--- src/rtl/spi_pkg.sv ---
// Shared types and constants for the SPI target core.
// Used by spi_sync_edge and spi_slave_core.
package spi_pkg;

  typedef enum logic {
    IDLE   = 1'b0,
    ACTIVE = 1'b1
  } state_t;

  localparam int DEFAULT_DATA_WIDTH = 8;

  // Wide all-ones pattern; slice to the frame width where used.
  localparam logic [63:0] IDLE_FILL = '1;

  // Sample on the rising SCK edge when CPOL==CPHA, otherwise on the falling edge.
  function automatic logic sample_on_rise(input logic cpol, input logic cpha);
    return (cpol == cpha);
  endfunction

endpackage

--- src/rtl/spi_sync_edge.sv ---
// Multi-flop synchroniser for an asynchronous pin plus registered rise/fall pulses.
// Edge pulses appear SYNC_STAGES+1 PCLK cycles after the pin changes.
module spi_sync_edge #(
  parameter int   SYNC_STAGES = 2,
  parameter logic RST_VAL     = 1'b0
) (
  input  logic PCLK,
  input  logic PRESET,
  input  logic din,
  output logic rise,
  output logic fall
);

  logic [SYNC_STAGES-1:0] chain;
  logic                   prev;
  logic                   sync;

  assign sync = chain[SYNC_STAGES-1];

  // NOTE: non-blocking assignments so every flop in the chain samples its pre-edge neighbour.
  always_ff @(posedge PCLK or posedge PRESET) begin
    if (PRESET) begin
      chain <= {SYNC_STAGES{RST_VAL}};
      prev  <= RST_VAL;
      rise  <= 1'b0;
      fall  <= 1'b0;
    end else begin
      chain <= {chain[SYNC_STAGES-2:0], din};
      prev  <= sync;
      rise  <= sync & ~prev;
      fall  <= ~sync & prev;
    end
  end

endmodule

--- src/rtl/spi_slave_core.sv ---
// SPI target: oversamples SCK/SS_N/MOSI in the PCLK domain, deserialises MOSI
// into RX_DATA and serialises a buffered transmit byte onto MISO (all CPOL/CPHA modes).
module spi_slave_core
  import spi_pkg::*;
#(
  parameter int DATA_WIDTH  = DEFAULT_DATA_WIDTH,
  parameter int SYNC_STAGES = 2
) (
  input  logic                  PCLK,
  input  logic                  PRESET,
  input  logic                  CPOL,
  input  logic                  CPHA,
  input  logic                  LSBFE,
  input  logic                  SCK_IN,
  input  logic                  SS_N,
  input  logic                  MOSI,
  output logic                  MISO,
  output logic                  MISO_OE,
  input  logic [DATA_WIDTH-1:0] TX_DATA,
  input  logic                  TX_WR,
  output logic                  TX_EMPTY,
  output logic [DATA_WIDTH-1:0] RX_DATA,
  output logic                  RX_FULL,
  input  logic                  RX_RD,
  output logic                  OVERRUN,
  output logic                  BUSY
);

  localparam int                    CNT_W    = (DATA_WIDTH > 1) ? $clog2(DATA_WIDTH) : 1;
  localparam logic [CNT_W-1:0]      LAST_BIT = CNT_W'(DATA_WIDTH - 1);
  localparam logic [DATA_WIDTH-1:0] FILL     = IDLE_FILL[DATA_WIDTH-1:0];

  state_t                  state;
  state_t                  state_nxt;
  logic                    sck_rise;
  logic                    sck_fall;
  logic                    ss_rise;
  logic                    ss_fall;
  logic [SYNC_STAGES-1:0]  mosi_sync;
  logic                    mosi_s;
  logic [DATA_WIDTH-1:0]   tx_buf;
  logic [DATA_WIDTH-1:0]   tx_sr;
  logic [DATA_WIDTH-1:0]   rx_sr;
  logic [CNT_W-1:0]        bit_cnt;
  logic                    first_edge;
  logic                    any_done;
  logic                    rx_done;
  logic                    enter;
  logic                    leave;
  logic                    in_frame;
  logic                    sample_ev;
  logic                    shift_ev;
  logic                    tx_reload;
  logic                    tx_load;

  spi_sync_edge #(
    .SYNC_STAGES (SYNC_STAGES),
    .RST_VAL     (1'b0)
  ) u_sck_sync (
    .PCLK   (PCLK),
    .PRESET (PRESET),
    .din    (SCK_IN),
    .rise   (sck_rise),
    .fall   (sck_fall)
  );

  // SS_N idles high, so reset its synchroniser high to avoid a phantom select edge.
  spi_sync_edge #(
    .SYNC_STAGES (SYNC_STAGES),
    .RST_VAL     (1'b1)
  ) u_ss_sync (
    .PCLK   (PCLK),
    .PRESET (PRESET),
    .din    (SS_N),
    .rise   (ss_rise),
    .fall   (ss_fall)
  );

  always_ff @(posedge PCLK or posedge PRESET) begin
    if (PRESET) mosi_sync <= '0;
    else        mosi_sync <= {mosi_sync[SYNC_STAGES-2:0], MOSI};
  end
  assign mosi_s = mosi_sync[SYNC_STAGES-1];

  // Frame state machine: select edges alone move it, so mode changes cannot wedge it.
  always_ff @(posedge PCLK or posedge PRESET) begin
    if (PRESET) state <= IDLE;
    else        state <= state_nxt;
  end

  always_comb begin
    // NOTE: default assigned first so every path drives state_nxt and no latch is inferred.
    state_nxt = state;
    unique case (state)
      IDLE:    if (ss_fall) state_nxt = ACTIVE;
      ACTIVE:  if (ss_rise) state_nxt = IDLE;
      default: state_nxt = IDLE;
    endcase
  end

  assign enter     = (state == IDLE)   && ss_fall;
  assign leave     = (state == ACTIVE) && ss_rise;
  assign in_frame  = (state == ACTIVE) && !ss_rise;
  assign sample_ev = in_frame && (sample_on_rise(CPOL, CPHA) ? sck_rise : sck_fall);
  assign shift_ev  = in_frame && (sample_on_rise(CPOL, CPHA) ? sck_fall : sck_rise);
  assign tx_reload = shift_ev && !first_edge && (bit_cnt == '0) && any_done;
  assign tx_load   = enter || tx_reload;

  // Transmit buffer: a write in the same cycle as a load survives the load.
  always_ff @(posedge PCLK or posedge PRESET) begin
    if (PRESET) begin
      tx_buf   <= '0;
      TX_EMPTY <= 1'b1;
    end else begin
      if (TX_WR) begin
        tx_buf   <= TX_DATA;
        TX_EMPTY <= 1'b0;
      end else if (tx_load) begin
        TX_EMPTY <= 1'b1;
      end
    end
  end

  // Shift registers and bit counter.
  always_ff @(posedge PCLK or posedge PRESET) begin
    if (PRESET) begin
      tx_sr      <= '0;
      rx_sr      <= '0;
      bit_cnt    <= '0;
      first_edge <= 1'b0;
      any_done   <= 1'b0;
      rx_done    <= 1'b0;
    end else begin
      rx_done <= 1'b0;
      if (enter) begin
        tx_sr      <= TX_EMPTY ? FILL : tx_buf;
        bit_cnt    <= '0;
        first_edge <= CPHA;
        any_done   <= 1'b0;
      end else if (leave) begin
        bit_cnt    <= '0;
        first_edge <= 1'b0;
        any_done   <= 1'b0;
      end else if (sample_ev) begin
        rx_sr <= LSBFE ? {mosi_s, rx_sr[DATA_WIDTH-1:1]}
                       : {rx_sr[DATA_WIDTH-2:0], mosi_s};
        if (bit_cnt == LAST_BIT) begin
          bit_cnt  <= '0;
          rx_done  <= 1'b1;
          any_done <= 1'b1;
        end else begin
          bit_cnt <= bit_cnt + CNT_W'(1);
        end
      end else if (shift_ev) begin
        if (first_edge) begin
          first_edge <= 1'b0;
        end else if (tx_reload) begin
          tx_sr <= TX_EMPTY ? FILL : tx_buf;
        end else begin
          tx_sr <= LSBFE ? {1'b0, tx_sr[DATA_WIDTH-1:1]}
                         : {tx_sr[DATA_WIDTH-2:0], 1'b0};
        end
      end
    end
  end

  // Receive holding register; a completing byte takes priority over a read strobe.
  always_ff @(posedge PCLK or posedge PRESET) begin
    if (PRESET) begin
      RX_DATA <= '0;
      RX_FULL <= 1'b0;
      OVERRUN <= 1'b0;
    end else if (rx_done) begin
      RX_DATA <= rx_sr;
      RX_FULL <= 1'b1;
      OVERRUN <= RX_RD ? 1'b0 : (OVERRUN | RX_FULL);
    end else if (RX_RD) begin
      RX_FULL <= 1'b0;
      OVERRUN <= 1'b0;
    end
  end

  assign BUSY    = (state == ACTIVE);
  assign MISO_OE = BUSY;
  assign MISO    = BUSY & (LSBFE ? tx_sr[0] : tx_sr[DATA_WIDTH-1]);

endmodule
--- config.mk ---
export PLATFORM = sky130hd
export DESIGN_NAME = spi_slave_core
export DESIGN_NICKNAME = d
export VERILOG_FILES = /design/src/rtl/spi_pkg.sv /design/src/rtl/spi_sync_edge.sv /design/src/rtl/spi_slave_core.sv
export SDC_FILE = /design/constraint.sdc
export NUM_CORES = 1
export LEC_CHECK = 0
export CAP_MARGIN = 20
export CORE_MARGIN = 2
export CORE_UTILIZATION = 35
export DETAILED_ROUTE_END_ITERATION = 16
export PLACE_DENSITY = 0.53
export SKIP_CTS_REPAIR_TIMING = 1
export SYNTH_ARGS = -nofsm -noshare
export SYNTH_HDL_FRONTEND = slang
export SYNTH_SLANG_ARGS = --single-unit
--- constraint.sdc ---
create_clock -name PCLK -period 4.7 [get_ports PCLK]
set_input_delay 0.47 -clock PCLK [delete_from_list [all_inputs] [get_ports PCLK]]
set_output_delay 0.47 -clock PCLK [all_outputs]
set_load 0.01 [all_outputs]
# Word level (Yosys, flattened, before mapping)

Cells that the tools add are included.

Register bits after elaboration: 54
Bits in latches: 0
Bits in writable memories: 0
Bits in read-only memories: 0
Input port bits: 18
Logic and storage cells: 100
Memories: 0

$add $sub $neg: 1
Multipliers: 0
Divide/modulo/power cells: 0
$lt $le $gt $ge: 0
Equality and inequality tests: 6
Shift operators: 0
Muxes and demuxes: 37
Bitwise logic cells: 13
Reductions and logical operators: 22

Operators by type and width:

| kind                                                                    | count |
|---|---|
| 8-bit two-way mux                                                       | 9 |
| 1-bit two-way mux                                                       | 23 |
| 3-bit two-way mux                                                       | 4 |
| 3-bit nonzero test                                                      | 3 |
| 1-bit logical AND                                                       | 8 |
| 1-bit inverter                                                          | 7 |
| 2-bit nonzero test                                                      | 3 |
| 1-bit bitwise AND                                                       | 5 |
| 2-bit inequality test, second input constant                            | 2 |
| 2-bit AND reduction                                                     | 2 |
| 4-bit AND reduction                                                     | 1 |
| 3-bit by 1-bit adder with 3-bit output, second input constant           | 1 |
| 3-bit == test, second input constant                                    | 1 |
| 3-bit logical NOT                                                       | 1 |
| 3-bit inequality test, second input constant                            | 1 |
| 3-bit AND reduction                                                     | 1 |
| 1-bit logical NOT                                                       | 2 |
| 2-bit by 1-bit inequality test with 1-bit output, second input constant | 1 |
| 1-bit case mux with 2 select lines                                      | 1 |
| 1-bit == test                                                           | 1 |
| 1-bit logical OR                                                        | 1 |
| 1-bit bitwise OR                                                        | 1 |

# Longest topological paths before layout

Gate-level depths: netlist of run 1.

Word-level depth: 12
Gate-level depth with buffers: 8
Depth with buffers taken out: 7

# Modules after synthesis

From an unflattened synthesis of run 1, not the netlist that was laid out.

Cell total of the unflattened synthesis: 190
Area total of the unflattened synthesis: 2,349.8 um^2

By module, submodules not included:

| module                      | times used | cells an instance | area an instance (um^2) | seq. area each (um^2) |
|---|---|---|---|---|
| spi_slave_core              | 1          | 174               | 2,058.2                 | 1,102.3 |
| spi_sync_edge at u_ss_sync  | 1          | 8                 | 147.6                   | 128.9 |
| spi_sync_edge at u_sck_sync | 1          | 8                 | 143.9                   | 125.1 |

# Worst setup path after synthesis of run 1

Ideal clock, no wire load.

Path type: input to register
From: input CPHA
To: register tx_sr[0]
Setup time: 0.076 ns
Arrival: 1.790 ns
Data required time: 4.624 ns
Path slack: 2.834 ns
Stages on the path: 6
Path buffers: 1
Path through: xnor2_2 mux2_4 a21oi_2 buf_6 mux2_2 o21ai_1

Word-level cells in the longest chain between the ends: 12
Elaborated cells on any way between the ends: 17

RTL lines:

| element                        | line                  | source |
|---|---|---|
| start, declared                | spi_slave_core.sv:12  | `input logic CPHA,` |
| 1-bit == test (*)              | spi_pkg.sv:17         | `return (cpol == cpha);` |
| 1-bit two-way mux              | spi_slave_core.sv:105 | `assign shift_ev = in_frame && (sample_on_rise(CPOL, CPHA) ? sck_fall : sck_rise);` |
| 1-bit logical AND              | spi_slave_core.sv:105 |  |
| 1-bit logical AND (3 in a row) | spi_slave_core.sv:106 | `assign tx_reload = shift_ev && !first_edge && (bit_cnt == '0) && any_done;` |
| 8-bit two-way mux              | spi_slave_core.sv:157 | `end else if (tx_reload) begin` |
| 8-bit two-way mux              | spi_slave_core.sv:155 | `if (first_edge) begin` |
| 8-bit two-way mux              | spi_slave_core.sv:154 | `end else if (shift_ev) begin` |
| 8-bit two-way mux              | spi_slave_core.sv:144 | `end else if (sample_ev) begin` |
| 8-bit two-way mux              | spi_slave_core.sv:140 | `end else if (leave) begin` |
| 8-bit two-way mux              | spi_slave_core.sv:135 | `if (enter) begin` |
| end signal, assigned           | spi_slave_core.sv:136 | `tx_sr <= TX_EMPTY ? FILL : tx_buf;` |
| end signal, assigned           | spi_slave_core.sv:158 | `tx_sr <= TX_EMPTY ? FILL : tx_buf;` |
| end signal, assigned           | spi_slave_core.sv:160 | `tx_sr <= LSBFE ? {1'b0, tx_sr[DATA_WIDTH-1:1]}` |
| end, declared                  | spi_slave_core.sv:42  | `logic [DATA_WIDTH-1:0] tx_sr;` |

Every way passes the cells marked *; elsewhere a longest branch is shown, timed or not. The select of a mux whose other input is x is not followed.
A chain may end at the register's enable or synchronous reset.

# Worst setup path after layout of run 1

From: input LSBFE
To: output MISO

Word-level cells in the longest chain between the ends: 2

RTL lines:

| element           | line                  | source |
|---|---|---|
| start, declared   | spi_slave_core.sv:13  | `input logic LSBFE,` |
| 1-bit two-way mux | spi_slave_core.sv:185 | `assign MISO = BUSY & (LSBFE ? tx_sr[0] : tx_sr[DATA_WIDTH-1]);` |
| 1-bit bitwise AND | spi_slave_core.sv:185 |  |
| end, declared     | spi_slave_core.sv:17  | `output logic MISO,` |

Every way passes these cells.

==> flow_metrics.py, run 1 <==
metrics = {
    "worst_hold_path": {
        "hp-start": "mosi_sync[0]",
        "holdPathStages": 0,
        "hold_end": "mosi_sync[1]",
        "hold_class": "reg2reg",
    },
    "detailed_routing": {
        "via_per_inst": 4.75,
        "finalWirelength_mm": 3.74,
        "detail-route-antenna-nets": 0,
        "num_vias": 1421,
        "dr.pass1.iters": 2,
        "drtIter0Drc": 48,
        "routedWlPerCell_um": 12.5,
        "drc_errors": 0,
    },
    "global_routing": {
        "track_usage_pct": 11.2,
        "grt_pass1_vias": 1462,
        "overflow": 0,
        "antenna_found_initial": 0,
        "grt_max_degree": 55,
        "grt_pass1_wl_mm": 6.66,
    },
    "place": {
        "post_dp_cell_area_sq_mm": 0.00270,
        "dp_cells": 291,
        "hpwlAfterDp_mm": 2.59,
        "gp_congestion": 0.701,
        "port_buffers": 31,
    },
    "pwr": {
        "p_per_area_mw_per_mm2": 394,
        "p_int_uw": 787,
        "leakagePower_nw": 1.24,
        "ir_drop_v": 0.000177,
        "netSwitchingPower_uw": 311,
        "p_sw_share_pct": 28.3,
        "p_clk_share_pct": 23.2,
        "pwr-share-seq_pct": 57.4,
        "p_comb_share_pct": 19.4,
    },
    "synthesis": {
        "synth-edff-count": 0,
        "synth_seq_cells": 54,
        "synth_area_sq_mm": 0.00233,
        "ys_types": 30,
        "synth_flop_cell": "dfrtp_1",
        "synthCells": 191,
        "synth_area_per_cell_sq_um": 12.2,
        "synthTopCellsByArea": "dfrtp_1 54%, mux2_2 8.7%, mux2i_1 7.3%",
        "netlist.area_leader.share_pct": 53.7,
        "ys_async_sr_fraction_pct": 100,
        "synth_top_cell_by_area": "dfrtp_1",
        "syn_nets": 212,
        "synth_warnings": 0,
        "yosysSeqAreaShare_pct": 58.2,
    },
    "timing": {
        "holdWs_ns": 0.359,
        "tns_ns": 0,
        "max_slew_margin_pct": 39.2,
        "fmax_ghz": 0.342,
        "rsz0062_at_grt": "no",
        "final.period_utilization_pct": 62.3,
        "hold_violations": 0,
        "tightestPinTransition_ns": 0.909,
        "setup_viol": 0,
        "worst_clock_skew_ns": 0.00632,
        "finalCriticalPeriod_ns": 2.93,
        "drv_slew": 0,
    },
    "outcome": {
        "status": "finished, final reports clean",
    },
    "worst_setup_path": {
        "r2r_cells": 5,
        "reg2reg_slack_ns": 2.72,
        "crit_chain": "clkdlybuf4s50_1 -> mux2i_1 -> nor2b_1 -> clkdlybuf4s50_1",
        "crit_top_cell": "clkdlybuf4s50_1",
        "critPathLaunchType": "input pin",
        "reg2reg_from": "BUSY",
        "path_buf_inv": 2,
        "cp_slowest_cell": "clkdlybuf4s50_1",
        "cp_data_required_time_ns": 4.23,
        "endpoint_kind": "output pin",
        "slowest_delay_ns": 1.06,
        "crit_type": "in2out",
        "r2r_end": "tx_sr[7]",
        "worstPathArrival_ns": 2.46,
        "crit_family": "buffers and inverters",
        "cp_max_fo": 17,
    },
    "clock_network": {
        "cts_sinks": 54,
        "clock_latency_ns": 0.29,
        "cts_buffer_depth": 2,
        "htreeDepth": 2,
        "cts_tree": "done",
        "numCtsBuffers": 5,
        "root_buffer": "clkbuf_8",
        "path_clk_slew_ns": 0.09,
    },
    "floorplanning": {
        "io_pins": 32,
        "rows": 29,
        "dieArea_sq_mm": 0.00732,
        "fp.coreArea_sq_mm": 0.00639,
        "die_x_um": 85.6,
        "die_height_um": 85.6,
        "start_util_pct": 36.5,
    },
    "final_layout": {
        "fin_cells": 299,
        "area_growth_pct": 19.7,
        "num-fill-cells": 628,
        "utilization_pct": 43.7,
        "antenna_cells": 0,
        "drive_gt1_share_pct": 16.7,
        "finalInstanceArea_sq_mm": 0.00279,
        "nNetsFinal": 242,
    },
    "run": {
        "maxCapViolations": 0,
    },
}
registers in the layout (all words and copies together), names as in the netlist, 2 cells and up:
register and cells:
u_sck_sync.chain 2, tx_buf 8, u_ss_sync.chain 2, bit_cnt 3
rx_sr 8, RX_DATA 8, tx_sr 8, mosi_sync 2
routing by layer:
layer | up-vias | track usage [%] | routed length [um]
met2 | 24 | 18.0 | 1720
met5 | - | 0 | 0
met1 | 675 | 15.2 | 1830
met4 | 0 | 3.03 | 36
met3 | 5 | 2.79 | 157
li1 | 717 | - | -
how the worst max path moves through the flow:
stage	start	end	slack, ns	depth (start not counted)
floorplan	CPHA	tx_sr[0]	2.83	6
global placement	LSBFE	MISO	1.74	4
detailed placement	LSBFE	MISO	1.72	4
CTS	LSBFE	MISO	1.72	4
global route	LSBFE	MISO	1.67	4
finish	LSBFE	MISO	1.77	4
stage by stage:
stage / setup slack, ns / power (mW)
3_5_place_dp: 1.72 / 0.858
6_report: 1.77 / 1.10
4_1_cts: 1.72 / 1.12
2_1_floorplan: 2.83 / 0.785
5_1_grt: 1.67 / 1.18
3_3_place_gp: 1.74 / 0.853
cell families (layout without fill, tap and decap cells):
| group | Yosys count | in the layout | share of synthesized area (%) |
|---|---|---|---|
| DFF | 54 | 54 | 58.2 |
| and+or+nand+nor | 46 | 46 | 9.99 |
| muxes | 36 | 36 | 16.6 |
| AOI/OAI and AO/OA | 35 | 35 | 9.34 |
| buffers and inverters | 16 | 47 | 3.49 |
| adders and majority gates | 3 | 3 | 1.61 |
| xor gates and xnor gates | 1 | 1 | 0.698 |
power groups by stage:
stage	Clock (mW)	Sequential, mW	Combinational (mW)
floorplan	0	0.614	0.171
global placement	0	0.640	0.213
detailed placement	0	0.640	0.218
CTS	0.273	0.632	0.218
global route	0.289	0.647	0.246
finish	0.255	0.630	0.213
synthesized netlist by cell type (4+ instances only):
cell,count
a21oi_1,19
nand2_1,12
mux2i_1,17
dfstp_2,4
a22o_1,6
dfrtp_1,50
mux2_2,18
buf_2,5
nor2_1,16
inv_1,6
or3_1,6
nor2b_1,5
layout make-up:
cell class	instances	area, sq um	share of cell area [%]
sequential	54	1360	48.7
multi-input combinational	121	892	32.0
timing repair buffer	33	329	11.8
tap	77	96.3	3.46
clock buffer	7	86.3	3.10
inverter	6	22.5	0.808
clock inverter	1	5.00	0.180
layout by cell type (no fill, tap or decap), drive strengths merged:
cell and n:
a21o 1, a21oi 20, a22o 6, and2 1, and2b 1, buf 2
clkbuf 7, clkdlybuf4s50 31, clkinv 1, dfrtp 50, dfstp 4, ha 3
inv 6, mux2 19, mux2i 17, nand2 12, nand2b 3, nor2 16
nor2b 5, nor3 1, nor4 1, o2111ai 1, o21ai 5, o22ai 1
o31ai 1, or3 6, xnor2 1
(Power assumes the default switching activity.)
==> run 2, diff against run 1 <==
- PLACE_DENSITY: 0.53 -> 0.55
- clock period: 4.7 -> 2.35 ns (I/O delays scaled with it)
==> run 2 against run 1 <==
Net effect:
- global-route usage grew 0.94 points
- critical path depth grew 2
- routed wire length grew 4.8%
- clock power grew 140%
- total power grew 110%
- non-clock buffer count grew 4
- critical path type is now reg2reg
==> flow_metrics.py, run 2 (synthesis gave the netlist of run 1 again) <==
metrics = {
    "final_layout": {
        "final_cell_mix": "50 x dfrtp_1, 31 x clkdlybuf4s50_1, 19 x a21oi_1",
        "drive_gt1_share_pct": 18.1,
        "nNetsFinal": 246,
        "final_common_cell": "dfrtp_1",
        "area_growth_pct": 22.1,
        "antenna_cells": 0,
    },
    "floorplanning": {
        "die_height_um": 85.6,
        "io_pins": 32,
        "die_x_um": 85.6,
        "rows": 29,
        "fp.coreArea_sq_mm": 0.00639,
        "dieArea_sq_mm": 0.00732,
        "start_util_pct": 36.5,
    },
    "place": {
        "port_buffers": 31,
        "gp_congestion": 0.732,
        "place_ws_ns": 0.166,
        "hpwlAfterDp_mm": 2.84,
    },
    "worst_setup_path": {
        "crit_chain": "nand2b_1 -> nor4_4 -> a21oi_2 -> buf_4 -> or3_1 -> a22o_1",
        "cp_slowest_cell": "dfrtp_1",
        "critPathLaunchType": "register",
        "crit_family": "simple AND/OR/NAND/NOR gates",
        "slowest_delay_ns": 0.45,
        "path_buf_inv": 1,
        "crit_type": "reg2reg",
        "worstPathArrival_ns": 2.11,
        "cp_data_required_time_ns": 2.55,
        "cp_max_fo": 10,
        "endpoint_kind": "register",
    },
    "detailed_routing": {
        "num_vias": 1464,
        "finalWirelength_mm": 3.92,
        "via_per_inst": 4.83,
        "drtIter0Drc": 95,
        "dr.pass1.iters": 4,
        "routedWlPerCell_um": 12.9,
        "drc_errors": 0,
        "detail-route-antenna-nets": 0,
    },
    "timing": {
        "setup_viol": 0,
        "tightestPinTransition_ns": 0.611,
        "finalCriticalPeriod_ns": 1.91,
        "fmax_ghz": 0.523,
        "tns_ns": 0,
        "hold_violations": 0,
        "worst_clock_skew_ns": 0.00734,
        "setup_slack_ns": 0.438,
        "max_slew_margin_pct": 59.3,
        "rsz0062_at_grt": "no",
        "drv_slew": 0,
        "final.period_utilization_pct": 81.4,
    },
    "global_routing": {
        "grt_pass1_vias": 1452,
        "antenna_found_initial": 0,
        "overflow": 0,
        "grt_pass1_wl_mm": 7.18,
        "track_usage_pct": 12.2,
        "grt_max_degree": 25,
    },
    "pwr": {
        "leakagePower_nw": 1.26,
        "ir_drop_v": 0.000496,
        "p_per_area_mw_per_mm2": 811,
        "power_mw": 2.31,
    },
    "worst_hold_path": {
        "hold_class": "in2async",
    },
    "clock_network": {
        "cts_tree": "done",
        "cts_buffer_depth": 2,
        "clock_latency_ns": 0.30,
        "root_buffer": "clkbuf_8",
        "numCtsBuffers": 5,
        "path_clk_slew_ns": 0.10,
        "cts_sinks": 54,
        "htreeDepth": 2,
    },
    "outcome": {
        "status": "finished, final reports clean",
    },
    "run": {
        "maxCapViolations": 0,
    },
}
[run 2: cell types whose count changed in the layout (fill, tap and decap cells not counted), sizes merged]
| cell | before | now |
|---|---|---|
| buf | 2 | 6 |
| bufinv | 0 | 1 |
| clkbuf | 7 | 6 |
| clkinv | 1 | 0 |
| clkinvlp | 0 | 1 |
[run 2: per-layer routing]
layer  part of all wire, %  vias to the layer above  track usage (%)
li1                      -                      730                -
met5                     0                        -                0
met4                   1.1                        0             3.03
met2                    47                       29             18.5
met1                    48                      702             17.4
met3                   4.0                        3             3.18
[run 2: path summary, 6_finish.rpt]
path / start / to / slack, ns / cells after the start
max: BUSY / tx_sr[6] / 0.44 / 6
min: PRESET / RX_DATA[7] / 0.27 / 2
max in group asynchronous: PRESET / u_ss_sync.chain[1] / 1.47 / 3
min in group PCLK: SS_N / u_ss_sync.chain[0] / 0.33 / 1
min reg2reg: mosi_sync[0] / mosi_sync[1] / 0.35 / 0
max reg2reg: BUSY / tx_sr[6] / 0.44 / 6
[run 2: where the power goes]
part           leakage, nW  switching, mW  internal, mW
Combinational        0.545          0.196         0.240
Sequential           0.666          0.159          1.10
Clock               0.0514          0.293         0.318
[run 2: area by class of cell]
type                            instances  area, sq um
Clock buffer                            6         72.6
Clock inverter                          2         37.5
Fill cell                             618         3540
Inverter                                6         22.5
Multi-Input combinational cell        121          892
Sequential cell                        54         1360
Tap cell                               77         96.3
Timing Repair Buffer                   37          368
[run 2: per-stage QoR]
stage | cells | utilization (%) | cell area (sq um) | hold slack, ns
4_1_cts | 303 | 44.6 | 2850 | 0.270
5_1_grt | 303 | 44.6 | 2850 | 0.316
3_5_place_dp | 295 | 42.8 | 2740 | 0.337
6_report | 303 | 44.6 | 2850 | 0.266
2_1_floorplan | 191 | - | 2330 | 0.239
3_3_place_gp | 295 | 42.8 | 2740 | 0.334
==> run 3, diff against run 2 <==
- clock period: 2.35 -> 1.7 ns (I/O delays scaled with it)
==> run 3 against run 2 <==
Net effect:
- the flow now finishes with violations (setup timing)
- count of clock-buffer cells in the layout shrank 1
- hold slack got worse by 0.037 ns
- utilization increased by 3.1 points
- flip-flop and latch count stayed put
- clock power is 40% higher
- critical path depth rose by 2
- maximum frequency rose by 6.5%
- total power is 44% higher
- register-to-register slack lost 0.53 ns
- setup slack lost 0.53 ns
- die area unchanged
- sequential power up 38%
==> flow_metrics.py, run 3 (synthesis gave the netlist of run 1 again) <==
metrics = {
    "final_layout": {
        "final_common_cell": "dfrtp_1",
        "final_cell_mix": "49 x dfrtp_1, 28 x clkdlybuf4s50_1, 19 x buf_4",
        "nNetsFinal": 262,
        "area_growth_pct": 30.7,
        "drive_gt1_share_pct": 27.7,
        "utilization_pct": 47.7,
        "antenna_cells": 0,
    },
    "outcome": {
        "violations": "setup timing",
        "status": "complete, but fails checks",
    },
    "timing": {
        "rsz0062_at_grt": "yes",
        "holdWs_ns": 0.229,
        "drv_slew": 0,
        "worst_clock_skew_ns": 0.0116,
        "setup_viol": 6,
        "tns_ns": -0.439,
        "fmax_ghz": 0.557,
        "tightestPinTransition_ns": 0.448,
        "final.period_utilization_pct": 106,
        "max_slew_margin_pct": 70.1,
        "finalCriticalPeriod_ns": 1.80,
        "hold_violations": 0,
        "setup_slack_ns": -0.0957,
    },
    "pwr": {
        "p_clk_share_pct": 25.7,
        "netSwitchingPower_uw": 952,
        "p_per_area_mw_per_mm2": 1090,
        "power_mw": 3.33,
        "ir_drop_v": 0.000628,
        "p_comb_share_pct": 22.1,
        "p_int_mw": 2.38,
        "pwr-share-seq_pct": 52.2,
        "leakagePower_nw": 1.38,
        "p_sw_share_pct": 28.6,
    },
    "worst_setup_path": {
        "crit_type": "reg2reg",
        "cp.depth": 8,
        "r2r_cells": 8,
        "path_buf_inv": 2,
        "worstPathArrival_ns": 2.00,
        "r2r_end": "tx_sr[2]",
        "crit_chain": "inv_2 -> ha_4 -> nand2_4 -> nor4_4 -> a21oi_4 -> buf_6 -> or3_4 -> a22o_1",
        "cp_max_fo": 7,
        "reg2reg_slack_ns": -0.1,
        "reg2reg_from": "bit_cnt[1]",
        "slowest_delay_ns": 0.41,
        "cp_slowest_cell": "dfrtp_1",
        "crit_family": "simple AND/OR/NAND/NOR gates",
        "cp_data_required_time_ns": 1.90,
        "critPathLaunchType": "register",
        "endpoint_kind": "register",
    },
    "clock_network": {
        "cts_sinks": 54,
        "clock_latency_ns": 0.30,
        "htreeDepth": 2,
        "cts_tree": "done",
        "numCtsBuffers": 5,
        "cts_buffer_depth": 2,
        "root_buffer": "clkbuf_8",
        "path_clk_slew_ns": 0.10,
    },
    "floorplanning": {
        "start_util_pct": 36.5,
        "io_pins": 32,
        "dieArea_sq_mm": 0.00732,
        "die_x_um": 85.6,
        "fp.coreArea_sq_mm": 0.00639,
        "die_height_um": 85.6,
        "rows": 29,
    },
    "detailed_routing": {
        "finalWirelength_mm": 4.07,
        "via_per_inst": 4.83,
        "drc_errors": 0,
        "drtIter0Drc": 70,
        "num_vias": 1540,
        "dr.pass1.iters": 4,
        "detail-route-antenna-nets": 0,
        "routedWlPerCell_um": 12.8,
    },
    "place": {
        "hpwlAfterDp_mm": 2.74,
        "place_ws_ns": -0.385,
        "gp_congestion": 0.760,
        "port_buffers": 31,
    },
    "global_routing": {
        "track_usage_pct": 11.6,
        "overflow": 0,
        "grt_pass1_wl_mm": 6.93,
        "grt_pass1_vias": 1468,
        "antenna_found_initial": 0,
        "grt_max_degree": 55,
    },
    "worst_hold_path": {
        "hold_class": "in2async",
    },
    "run": {
        "maxCapViolations": 0,
    },
}
run 3: cell types whose count changed in the layout (fill, tap and decap cells not counted), moves of 2 or more:
cell,change
buf_4,+14
clkdlybuf4s50_1,-3
inv_2,+2
dlymetal6s2s_1,+3
inv_1,-2
buf_6,+2
run 3: worst reg2reg max path, cell delays in order (launching register included):
cell	delay, ns
dfrtp_1	0.41
inv_2	0.08
ha_4	0.13
nand2_4	0.05
nor4_4	0.27
a21oi_4	0.11
buf_6	0.13
or3_4	0.32
a22o_1	0.20
run 3: how the worst max path moves through the flow:
stage | slack, ns | start | to
6_report | -0.1 | bit_cnt[1] | tx_sr[2]
4_1_cts | -0.09 | bit_cnt[1] | tx_sr[1]
5_1_grt | -0.17 | bit_cnt[1] | tx_sr[1]
3_5_place_dp | -0.39 | CPHA | tx_sr[1]
3_3_place_gp | -0.34 | CPHA | tx_sr[3]
2_1_floorplan | 0.03 | u_ss_sync.rise | tx_sr[1]
run 3: metrics by stage:
step           instance area, sq um  cells
6_report                       3040    319
5_1_grt                        3040    319
2_1_floorplan                  2330    191
3_5_place_dp                   2800    303
4_1_cts                        2910    311
3_3_place_gp                   2800    303
run 3: power groups by stage:
stage	Clock, mW	Combinational, mW	Sequential (mW)
after global routing	0.937	0.837	1.77
after global placement	0	0.660	1.76
final	0.855	0.738	1.74
after detailed placement	0	0.673	1.76
after CTS	0.896	0.673	1.74
after floorplan	0	0.472	1.70
run 3: area by class of cell:
| type | instances | area (sq um) |
|---|---|---|
| Clock buffer | 5 | 68.8 |
| Clock inverter | 3 | 45.0 |
| Fill cell | 610 | 3340 |
| Inverter | 6 | 22.5 |
| Multi-Input combinational cell | 121 | 951 |
| Sequential cell | 54 | 1360 |
| Tap cell | 77 | 96.3 |
| Timing Repair Buffer | 53 | 503 |
run 3: metal layers:
| metal | share of wire, % | track usage, % | up-vias |
|---|---|---|---|
| li1 | - | - | 756 |
| met1 | 48 | 16.0 | 753 |
| met2 | 48 | 18.6 | 29 |
| met3 | 3.9 | 2.69 | 2 |
| met4 | 0.37 | 3.03 | 0 |
| met5 | 0 | 0 | - |
